`config.mk`:
```
export PLATFORM = sky130hd
export DESIGN_NAME = npc_mem_arbiter
export DESIGN_NICKNAME = d
export VERILOG_FILES = /design/src/rtl/npc_mem_arbiter.sv
export SDC_FILE = /design/constraint.sdc
export NUM_CORES = 1
export LEC_CHECK = 0
export CORE_AREA = 5 5 210 212
export DETAILED_ROUTE_END_ITERATION = 7
export DIE_AREA = 0 0 215 217
export HOLD_SLACK_MARGIN = 0.15
export PLACE_DENSITY = 0.6
export RECOVER_POWER = 100
export SYNTH_ARGS = -nofsm -noshare
export SYNTH_HDL_FRONTEND = slang
export SYNTH_SLANG_ARGS = --single-unit
```
`constraint.sdc`:
```
create_clock -name clk -period 18.5 [get_ports clk]
set_input_delay 4.625 -clock clk [delete_from_list [all_inputs] [get_ports clk]]
set_output_delay 4.625 -clock clk [all_outputs]
set_load 0.005 [all_outputs]
```
`src/rtl/npc_mem_arbiter.sv`:
```
// ---------------------------------------------------------------------------
// npc_mem_arbiter
//
// Shares the core's single memory port between instruction fetch (IF,
// read-only) and the load/store unit (LS, read/write). Only one transaction
// is outstanding at a time. Simultaneous requests are resolved round-robin,
// and a response that never arrives is completed with an error after a
// programmable number of cycles.
//
// Parameters
//   ADDR_W   address width shared by IF, LS and the memory port
//   DATA_W   data width; byte mask is DATA_W/8 bits
//   TIMEOUT  cycles spent waiting for a response before an error completion
//            (0 disables the timeout, maximum 65535)
//
// Ports
//   clk, rst                      clock (posedge) and async active-high reset
//   if_req_valid/ready, if_addr   IF read request handshake
//   if_rsp_valid/data/err         IF completion (single-cycle valid pulse)
//   ls_req_valid/ready, ls_addr,
//   ls_wen, ls_wdata, ls_wmask    LS request handshake (store when ls_wen=1)
//   ls_rsp_valid/data/err         LS completion (single-cycle valid pulse)
//   mem_req_valid/ready, mem_addr,
//   mem_wen, mem_wdata, mem_wmask downstream request, fields held until accept
//   mem_rsp_valid, mem_rsp_data   downstream completion for reads and writes
// ---------------------------------------------------------------------------
module npc_mem_arbiter #(
    parameter int ADDR_W  = 64,
    parameter int DATA_W  = 64,
    parameter int TIMEOUT = 256
) (
    input  logic                clk,
    input  logic                rst,

    input  logic                if_req_valid,
    output logic                if_req_ready,
    input  logic [ADDR_W-1:0]   if_addr,
    output logic                if_rsp_valid,
    output logic [DATA_W-1:0]   if_rsp_data,
    output logic                if_rsp_err,

    input  logic                ls_req_valid,
    output logic                ls_req_ready,
    input  logic [ADDR_W-1:0]   ls_addr,
    input  logic                ls_wen,
    input  logic [DATA_W-1:0]   ls_wdata,
    input  logic [DATA_W/8-1:0] ls_wmask,
    output logic                ls_rsp_valid,
    output logic [DATA_W-1:0]   ls_rsp_data,
    output logic                ls_rsp_err,

    output logic                mem_req_valid,
    input  logic                mem_req_ready,
    output logic [ADDR_W-1:0]   mem_addr,
    output logic                mem_wen,
    output logic [DATA_W-1:0]   mem_wdata,
    output logic [DATA_W/8-1:0] mem_wmask,
    input  logic                mem_rsp_valid,
    input  logic [DATA_W-1:0]   mem_rsp_data
);

    localparam int STRB_W = DATA_W / 8;

    // Timer compare value; when the timeout is disabled the compare is
    // never enabled, so the wrapped value for TIMEOUT=0 is harmless.
    localparam bit          TIMEOUT_EN   = (TIMEOUT != 0);
    localparam logic [15:0] TIMEOUT_LAST = 16'(TIMEOUT - 1);

    typedef enum logic [1:0] {
        IDLE = 2'd0,
        REQ  = 2'd1,
        RESP = 2'd2
    } state_e;

    typedef enum logic {
        OWN_IF = 1'b0,
        OWN_LS = 1'b1
    } owner_e;

    state_e      state;
    owner_e      owner;
    owner_e      last_grant;
    logic [15:0] timer;

    logic              grant_if;
    logic              grant_ls;
    logic              timeout_hit;
    logic              rsp_done;
    logic [DATA_W-1:0] rsp_data_next;
    logic              rsp_err_next;

    // Round-robin arbitration: a lone requester always wins; on a tie the
    // requester that did not win last time goes next.
    always_comb begin
        grant_if = 1'b0;
        grant_ls = 1'b0;
        if (state == IDLE) begin
            grant_ls = ls_req_valid && (!if_req_valid || (last_grant == OWN_IF));
            grant_if = if_req_valid && (!ls_req_valid || (last_grant == OWN_LS));
        end
    end

    // Readys are forced low during reset so every output reads 0 while rst
    // is held, even if a requester is already presenting valid.
    assign if_req_ready = !rst && grant_if;
    assign ls_req_ready = !rst && grant_ls;

    // Completion source: a real response always beats a timeout landing in
    // the same cycle.
    always_comb begin
        timeout_hit   = 1'b0;
        rsp_done      = 1'b0;
        rsp_data_next = '0;
        rsp_err_next  = 1'b0;
        if (state == RESP) begin
            timeout_hit = TIMEOUT_EN && (timer == TIMEOUT_LAST) && !mem_rsp_valid;
            if (mem_rsp_valid) begin
                rsp_done      = 1'b1;
                rsp_data_next = mem_rsp_data;
            end else if (timeout_hit) begin
                rsp_done     = 1'b1;
                rsp_err_next = 1'b1;
            end
        end
    end

    always_ff @(posedge clk or posedge rst) begin
        if (rst) begin
            state         <= IDLE;
            owner         <= OWN_IF;
            last_grant    <= OWN_IF;
            timer         <= '0;
            mem_req_valid <= 1'b0;
            mem_addr      <= '0;
            mem_wen       <= 1'b0;
            mem_wdata     <= '0;
            mem_wmask     <= '0;
            if_rsp_valid  <= 1'b0;
            if_rsp_data   <= '0;
            if_rsp_err    <= 1'b0;
            ls_rsp_valid  <= 1'b0;
            ls_rsp_data   <= '0;
            ls_rsp_err    <= 1'b0;
        end else begin
            // Completion pulses last exactly one cycle; data/err are held.
            if_rsp_valid <= 1'b0;
            ls_rsp_valid <= 1'b0;

            case (state)
                IDLE: begin
                    if (grant_ls) begin
                        state         <= REQ;
                        owner         <= OWN_LS;
                        last_grant    <= OWN_LS;
                        mem_req_valid <= 1'b1;
                        mem_addr      <= ls_addr;
                        mem_wen       <= ls_wen;
                        mem_wdata     <= ls_wdata;
                        mem_wmask     <= ls_wmask;
                    end else if (grant_if) begin
                        // Fetches are always plain reads.
                        state         <= REQ;
                        owner         <= OWN_IF;
                        last_grant    <= OWN_IF;
                        mem_req_valid <= 1'b1;
                        mem_addr      <= if_addr;
                        mem_wen       <= 1'b0;
                        mem_wdata     <= '0;
                        mem_wmask     <= {STRB_W{1'b0}};
                    end
                end

                REQ: begin
                    // A response seen here belongs to no transaction and is
                    // ignored; only the downstream accept moves us on.
                    if (mem_req_ready) begin
                        state         <= RESP;
                        mem_req_valid <= 1'b0;
                        timer         <= '0;
                    end
                end

                RESP: begin
                    if (timer != 16'hFFFF) begin
                        timer <= timer + 16'd1;
                    end
                    if (rsp_done) begin
                        state <= IDLE;
                        if (owner == OWN_LS) begin
                            ls_rsp_valid <= 1'b1;
                            ls_rsp_data  <= rsp_data_next;
                            ls_rsp_err   <= rsp_err_next;
                        end else begin
                            if_rsp_valid <= 1'b1;
                            if_rsp_data  <= rsp_data_next;
                            if_rsp_err   <= rsp_err_next;
                        end
                    end
                end

                default: begin
                    state         <= IDLE;
                    mem_req_valid <= 1'b0;
                end
            endcase
        end
    end

endmodule

```
==> results.yml <==
detailed_routing:
  first_iter_violations: 642
  first_pass_iters: 6
  drtAntennaViolNets: 0
  routed_wl_mm: 41.9
  drcViolationCount: 0
  wl_per_cell_um: 21.5
  vias: 9344
  avgViaCountPerCell: 4.79
setup_path:
  reg2reg_to: "mem_addr[54]"
  crit_path_start_kind: "primary input"
  crit_type: "primary input to flop"
  end_kind: "flop"
  crit_start: "if_req_valid"
  path_cells: "dlygate4sd3_1 -> o21ai_4 -> clkbuf_1 -> clkbuf_1 -> o21ai_0"
  required_ns: 18.70
  reg2reg_depth: 5
  slowest_stage: "clkbuf_1"
  r2r_start: "state[1]"
  r2r_slack_ns: 11.16
  cp_common_cell: "clkbuf_1"
  worst-path-max-fanout: 103
  slowest_delay_ns: 3.13
  crit_arrival_ns: 11.81
  endpoint: "mem_addr[54]"
clock_tree:
  clkLatencyLatePin_ns: 0.52
  cts_hold_buffers: 0
  clk_root_buffer_cell: "clkbuf_16"
  path_clk_slew_ns: 0.06
  tritoncts: "built"
  cts_made_buffers: 35
  cts_sinks: 289
  cts_resized: 0
  cts.path.max_buffers: 3
  htreeDepth: 2
  cts_setup_buffers: 0
pwr:
  p_int_mw: 1.97
  p_leak_nw: 8.20
  swShare_pct: 31.2
  cellPowerDensity_mw_per_mm2: 157
  p_switching_mw: 0.893
  pwr-share-seq_pct: 37.0
  p_comb_share_pct: 38.5
  finalPower_mw: 2.86
  ir_worst_vdd_mv: 0.0638
  pwr-share-clk_pct: 24.5
global_route:
  grt_pass1_wl_mm: 62.9
  track_usage_pct: 17.3
  antenna_found_initial: 8
  grt_max_degree: 104
  overflow: 0
  grt_pass1_vias: 9961
sta:
  setup_violations: 0
  fin_crit_ns: 11.61
  fin_crit_sh_pct: 62.7
  skew_ns: 0.0113
  worstMarginPinSlew_ns: 4.28
  rsz0062_at_grt: "false"
  drv_slew: 666
  postLayoutSetupSlackWorst_ns: 6.89
  final_hold_viol_count: 0
  slew_headroom_pct: -185
  fmax_mhz: 86.2
  setup_tns_ns: 0
synthesis:
  synth_fp_nets: 1139
  yosysUniqueCellTypes: 41
  synth-edff-count: 0
  synth-seq-area-share_pct: 64.2
  synthesis.area_mm2: 0.0113
  synthSimpleGateAreaFrac_pct: 5.18
  synthAdderAreaFrac_pct: 0.111
  synthArstFlopShare_pct: 100
  synth_ff_type: "dfrtp_1"
  synthMuxAreaShare_pct: 5.79
  ys_warn_count: 0
  synth-xor-area-share_pct: 0.0778
  synth_compound_gate_area_share_pct: 21.0
  synth.avg_cell_area_um2: 13.0
  syn-instance-count: 867
  synth_top_family_by_area: "compound AO/OA/AOI/OAI gates"
  yosysMostFrequentCell: "dfrtp_1"
  yosysTopAreaCellShare_pct: 64.2
  synth_common_cells: "289 x dfrtp_1, 203 x a22o_1, 79 x nand2_1, 78 x o21ai_0, 64 x mux2i_1"
  synth.ff_latch_count: 289
  synth_area_leaders: "dfrtp_1 64%, a22o_1 16%, mux2i_1 5.7%, o21ai_0 3.5%, nand2_1 2.6%"
  yosysTopAreaCell: "dfrtp_1"
status:
  violations: "capacitance limit, slew limit"
  status: "finished, violations left"
floorplanning:
  dieArea_mm2: 0.0467
  die_h_um: 217
  initial_core_util_pct: 27.0
  ioPinCount: 543
  core_area_mm2: 0.0418
  num_rows: 75
  die_w_um: 215
min_path:
  hold_depth: 2
  hold_start: "mem_addr[51]"
  hold_class: "flop to flop"
final_layout:
  area_growth_pct: 62.1
  final_layout_size_suffix_gt1_share_pct: 4.90
  finalNetCount: 1656
  nFillCells: 3893
flow_run:
  maxCapViolations: 9
place:
  io_buffer_count: 542
  dp_hpwl_mm: 30.3
  gp_congestion: 0.819
  place_ws_ns: 7.22
## placed cells by master, fill, tap and decap left out, types with 3 or more instances in the layout
master	synthesis	routed
dlygate4sd3_1	0	276
o21ai_0	78	78
clkinv_2	0	4
nand4_1	5	5
clkbuf_16	0	37
a21oi_1	7	6
nand2b_1	4	4
nor2_1	11	11
nand2_1	79	79
clkdlybuf4s50_1	0	266
bufinv_16	0	3
a22o_1	203	203
clkbuf_8	0	7
inv_1	5	4
diode_2	0	3
and2_1	5	3
mux2i_1	64	64
dfrtp_1	289	289
a31oi_1	11	11
clkbuf_1	28	15
and3_1	5	4
## sequential cells by signal, indices dropped and copies added, names as in the netlist
name and flops:
mem_addr 64, ls_rsp_valid 1, mem_wmask 8, state 2
if_rsp_valid 1, mem_req_valid 1, ls_rsp_data 64, timer 16
if_rsp_data 64, mem_wdata 64, ls_rsp_err 1, mem_wen 1
if_rsp_err 1, last_grant 1
## per-stage QoR
stage / cells / util [%] / hold WS [ns] / instance area (um^2)
after floorplan: 867 / - / 0.461 / 11300
after global placement: 1886 / 40.9 / 0.460 / 17100
after global routing: 1946 / 43.7 / 0.495 / 18200
after detailed placement: 1886 / 40.9 / 0.469 / 17100
final: 1949 / 43.7 / 0.471 / 18300
after CTS: 1946 / 43.8 / 0.482 / 18300
## final cells by class
| type | instances | area (um^2) | area share (%) |
|---|---|---|---|
| flip-flops and latches | 289 | 7230 | 39.6 |
| repair buffers | 553 | 5470 | 30.0 |
| multi-input cells | 500 | 3660 | 20.0 |
| clock buffers | 50 | 1040 | 5.72 |
| well taps | 539 | 674 | 3.69 |
| clock inverters | 10 | 136 | 0.747 |
| inverters | 5 | 26.3 | 0.144 |
| diodes | 3 | 7.51 | 0.0411 |
## worst min-delay path by stage
stage / to / slack (ns)
2_1_floorplan: timer[14] / 0.46
3_3_place_gp: mem_addr[51] / 0.46
3_5_place_dp: mem_addr[51] / 0.47
4_1_cts: mem_addr[51] / 0.48
5_1_grt: mem_addr[25] / 0.49
6_report: mem_addr[51] / 0.47
## kinds of logic after synthesis
family | count (synthesis)
fa+ha+maj | 1
xor+xnor | 1
compound gates | 310
buf+inv | 78
mux | 65
flops | 289
simple gates | 123
## layer usage
layer	vias up	part of all wire (%)	GRT usage (%)
li1	4257	-	-
met1	4544	39	20.3
met2	445	47	27.7
met3	92	9.9	7.39
met4	6	4.3	7.81
met5	-	0.091	0
## power by group through the flow
stage / clock network (mW) / logic [mW] / registers [mW]
5_1_grt: 0.749 / 1.20 / 1.10
4_1_cts: 0.728 / 1.21 / 1.07
6_report: 0.703 / 1.10 / 1.06
3_3_place_gp: 0 / 1.19 / 1.07
3_5_place_dp: 0 / 1.21 / 1.08
2_1_floorplan: 0 / 0.448 / 1.07
## worst max-delay path: cells and delay by family
| family | cells | cell delay, ns |
|---|---|---|
| buffers and inverters | 3 | 6.44 |
| AO/OA/AOI/OAI | 2 | 0.61 |
Power figures use the tool's default switching activity.
==> patch 1 (same flow settings) <==
Change the parameter `ADDR_W` from 64 to 96.
--- a/src/rtl/npc_mem_arbiter.sv
+++ b/src/rtl/npc_mem_arbiter.sv
@@ -25,7 +25,7 @@
 //   mem_rsp_valid, mem_rsp_data   downstream completion for reads and writes
 // ---------------------------------------------------------------------------
 module npc_mem_arbiter #(
-    parameter int ADDR_W  = 64,
+    parameter int ADDR_W  = 96,
     parameter int DATA_W  = 64,
     parameter int TIMEOUT = 256
 ) (
Interface: changed (resized if_addr, ls_addr and mem_addr); port bits go from 543 to 639. The function was not compared with the original's and may differ.
==> patch 1 against the original RTL <==
- the flow still finishes with violations (max-capacitance violations, max-slew violations)
- power up 12%
- synthesized area up 13%
- sequential cell count increased by 32
- combinational power increased by 16%
- non-clock buffer count rose by 94
- setup slack got worse by 550 ps
- routed wire length is 18% higher
- clock skew grew 1.6 ps
- design area is 13% higher
- synthesized cell count grew 16%
- via count increased by 13%
- critical path type is now in -> async
- largest cell class unchanged
==> patch 1: results (changes against the original RTL) <==
================================================================================
Placed instance area ..............................................  19500 sq um   was 17100 sq um
# Max-Cap Violations ..............................................            8   was 9
Post-layout instance count excluding filler cells .................         2178   was 1949
Metal-1 WL ........................................................     19300 um   was 16300 um
Total met2 wirelength after detailed routing ......................     24300 um   was 19600 um
Number of antenna violations at the first check in global routing .            9   was 8
Crit Reg-Reg Endpoint ............................................. ls_rsp_data[45]   was mem_addr[54]
Vias in the first global route ....................................        11.1k   was 9961
Number of DRC markers in iteration 0 ..............................          693   was 642
Distinct cells, synth .............................................           40   was 41
IO buf count ......................................................          638   was 542
Crit path launch ..................................................          rst   was if_req_valid
Worst endpoint data arrival time ..................................     11820 ps   was 11810 ps
Status ............................................................ finished with violations   unchanged
Violated checks ................................................... max-capacitance violations, max-slew violations   unchanged
Detailed Place HPWL ...............................................     36800 um   was 30300 um
Met3 wirelength from detailed routing .............................      4630 um   was 4160 um
Pin count of the biggest net entering global routing ..............          252   was 104
Biggest fanout along the worst timing path ........................          104   was 103
GRT Total Usage ...................................................        0.204   was 0.173
Fraction of met1 tracks used by global routing ....................        0.241   was 0.203
Final Max Slew Viols ..............................................          505   was 666
Startpoint of the most critical hold path ......................... mem_addr[83]   was mem_addr[51]
Adder-cell share of the synthesized area ..........................     0.000986   was 0.00111
Worst Tran Pin Value ..............................................      4160 ps   was 4280 ps
Depth of the worst register-to-register path ......................            4   was 5
Number of CTS-inserted buffers ....................................           38   was 35
Setup slack of the worst register-to-register path ................     14100 ps   was 11160 ps
Portion of the post-synthesis area used by sequential elements ....        0.633   was 0.642
================================================================================
## patch 1: cell types whose count changed in the layout (fill, tap and decap cells not counted), sizes merged, moves of 2 or more
cell,before,now
clkinv,6,2
diode,3,6
clkdlybuf4s50,266,330
dlygate4sd3,276,308
nand2,80,113
clkinvlp,0,3
dfrtp,289,321
bufinv,3,1
o21ai,80,112
mux2i,64,96
clkbuf,59,65
## patch 1: per-stage QoR
stage	total power (uW)	hold WS [ps]
2_1_floorplan	1720	461
3_5_place_dp	2610	469
4_1_cts	3370	482
3_3_place_gp	2590	461
5_1_grt	3400	498
6_report	3200	467
## patch 1: layout make-up
cell class / count / area (sq um)
diodes: 6 / 15.0
clock buffers: 58 / 1180
clock inverters: 6 / 62.6
fillers: 3791 / 21100
inverters: 5 / 26.3
multi-input cells: 596 / 4240
flip-flops and latches: 321 / 8030
well taps: 539 / 674
repair buffers: 647 / 6450
## patch 1: where the power goes
part | internal [uW] | switching [uW]
Combinational | 712 | 570
Sequential | 1010 | 165
Clock | 451 | 292
Total | 2170 | 1030
==> patch 2 (same flow settings) <==
Without the edit above. Re-encode `state_e` (3 states) as one-hot, 3 bits wide.
--- a/src/rtl/npc_mem_arbiter.sv
+++ b/src/rtl/npc_mem_arbiter.sv
@@ -66,10 +66,10 @@
     localparam bit          TIMEOUT_EN   = (TIMEOUT != 0);
     localparam logic [15:0] TIMEOUT_LAST = 16'(TIMEOUT - 1);
 
-    typedef enum logic [1:0] {
-        IDLE = 2'd0,
-        REQ  = 2'd1,
-        RESP = 2'd2
+    typedef enum logic [2:0] {
+        IDLE = 3'b001,
+        REQ  = 3'b010,
+        RESP = 3'b100
     } state_e;
 
     typedef enum logic {
Function: same outputs for any inputs over 4 cycles, from zero or initial values and one cycle with rst high; so few cycles prove little.
==> patch 2 against the original RTL <==
- die area did not move
- sequential cell count grew 1
- utilization about the same
- combinational power down 7%
- the flow still finishes with violations (max-capacitance violations, max-slew violations)
- routed wire length grew 7.0%
- design area barely moved
- register-to-register slack better by 970 ps
- setup slack improved by 110 ps
- critical path depth down 1
- power shrank 5.1%
- count of clock-buffer cells in the layout increased by 9
- synthesized area up 0.32%
- maximum frequency up 0.92%
- critical path type is now in -> async
==> patch 2: results (changes against the original RTL) <==
================================================================================
Status ............................................................ finished with violations   unchanged
Violated checks ................................................... max-capacitance violations, max-slew violations   unchanged
Worst Setup Slack post-DPL ........................................      7360 ps   was 7220 ps
Clock root buffer master ..........................................    clkbuf_16   unchanged
Top post-synthesis cells by count ................................. dfrtp_1, a22o_1, nand2_1, nand3_1, clkbuf_1   was dfrtp_1, a22o_1, nand2_1, o21ai_0, mux2i_1
Distinct cells, synth .............................................           53   was 41
Slew Limit Headroom ...............................................        -1.83   was -1.85
Leakage ...........................................................   0.00842 uW   was 0.00820 uW
Syn_nets ..........................................................         1220   was 1139
Destination of the critical timing path ........................... mem_addr[45]   was mem_addr[54]
Portion of the post-synthesis area used by sequential elements ....        0.642   about the same
Number of CTS-inserted buffers ....................................           36   was 35
Detailed Place HPWL ...............................................     31900 um   was 30300 um
Number of H-tree levels ...........................................            2   unchanged
Final Max Slew Viols ..............................................          674   was 666
Share of the clock period used by the worst path after layout .....        0.622   was 0.627
Launch point of the worst reg-to-reg path .........................     state[0]   was state[1]
Routed WL .........................................................     44800 um   was 41900 um
Routability cong. .................................................        0.856   was 0.819
Final setup violation count .......................................            0   unchanged
Vias in the first global route ....................................        10.6k   was 9961
Count of fill cells added during filler insertion .................         3926   was 3893
Via density per instance ..........................................         4.93   was 4.79
Layout net count ..................................................         1733   was 1656
Post-layout instance count excluding filler cells .................         2026   was 1949
Worst endpoint data arrival time ..................................     11260 ps   was 11810 ps
# Max-Cap Violations ..............................................           10   was 9
Worst min-delay path class ........................................   reg -> reg   unchanged
Peak VDD IR .......................................................    0.0714 mV   was 0.0638 mV
Crit path launch ..................................................          rst   was if_req_valid
Worst-path clk slew ...............................................        50 ps
Share of layout cells above drive strength 1 ......................       0.0498   was 0.0490
Clock Skew ........................................................      13.2 ps   was 11.3 ps
IO buf count ......................................................          542   unchanged
Clock Latency Late Sink ...........................................       530 ps
Pin count of the biggest net entering global routing ..............           91   was 104
Setup slack of the worst register-to-register path ................     12130 ps   was 11160 ps
Depth of the worst register-to-register path ......................            6   was 5
First-pass GRT wire length ........................................     67700 um   was 62900 um
Post-cts sizing count .............................................            0   unchanged
Crit Reg-Reg Endpoint ............................................. mem_addr[60]   was mem_addr[54]
Number of antenna violations at the first check in global routing .            3   was 8
Kind of critical path .............................................  in -> async   was in -> reg
Biggest fanout along the worst timing path ........................           90   was 103
Post-synthesis cell count .........................................          948   was 867
GRT Total Usage ...................................................        0.186   was 0.173
Count of TritonRoute iterations in the first routing pass .........            4   was 6
Switching Power ...................................................       872 uW   was 893 uW
Top cells by area, synth .......................................... dfrtp_1, a22o_1, nand3_1, nand2_1, clkbuf_1   was dfrtp_1, a22o_1, mux2i_1, o21ai_0, nand2_1
Number of buffers between clock root and the deepest sink .........            3   unchanged
Total of warnings raised by yosys .................................            0   unchanged
Async set-reset flop share out of synthesis .......................         1.00   unchanged
Number of DRC markers in iteration 0 ..............................          677   was 642
Post-CTS Setup Inserts ............................................            0   unchanged
================================================================================
==> patch 2: power by group through the flow <==
stage	registers (uW)	clock network, uW	logic, uW
after floorplan	1030	0	410
after global placement	1030	0	1110
after detailed placement	1040	0	1120
after CTS	1040	698	1120
after global routing	1060	728	1110
final	1030	677	1020
==> patch 2: worst max-delay path, cell delays in order <==
cell and delay, ps:
dlygate4sd3_1 630, inv_8 430, clkbuf_1 2640, clkbuf_1 2780
==> patch 2: layout make-up <==
| cell class | count | share of cell area |
|---|---|---|
| well taps | 539 | 0.0370 |
| clock buffers | 59 | 0.0608 |
| inverters | 6 | 0.00165 |
| repair buffers | 556 | 0.301 |
| multi-input cells | 571 | 0.200 |
| flip-flops and latches | 290 | 0.398 |
| clock inverters | 4 | 0.00171 |
| diodes | 1 | 0.000137 |
==> patch 2: stage by stage <==
stage               utilization  area, sq um
floorplan                     -        11300
global placement          0.411        17200
detailed placement        0.411        17200
CTS                       0.439        18300
global route              0.437        18200
finish                    0.437        18200
==> patch 2: cells by family (layout without fill, tap and decap cells) <==
| logic type | Yosys count | in the layout | share of synthesized area |
|---|---|---|---|
| AO/OA/AOI/OAI | 242 | 242 | 0.183 |
| XOR/XNOR | 1 | 1 | 0.000775 |
| adder cells (fa/ha/maj) | 1 | 1 | 0.00111 |
| buffers and inverters | 87 | 625 | 0.0358 |
| flip-flops | 290 | 290 | 0.642 |
| other | 0 | 1 | 0 |
| AND/OR/NAND/NOR | 327 | 327 | 0.137 |
==> patch 2: worst min path at each step <==
stage / slack (ps) / cells past startpoint / end / start
finish: 470 / 2 / mem_addr[55] / mem_addr[55]
CTS: 480 / 2 / mem_addr[58] / mem_addr[58]
floorplan: 470 / 2 / mem_req_valid / mem_req_valid
global route: 490 / 2 / mem_addr[58] / mem_addr[58]
global placement: 460 / 2 / mem_addr[31] / mem_addr[31]
detailed placement: 470 / 2 / mem_addr[47] / mem_addr[47]
==> patch 2: per-layer routing <==
metal  global-route usage  vias up  wire length, um
met4               0.0623        4             1430
met2                0.304      463            21300
met1                0.215     4922            17000
met5                    0        -               24
met3               0.0903       71             5020
li1                     -     4532                -
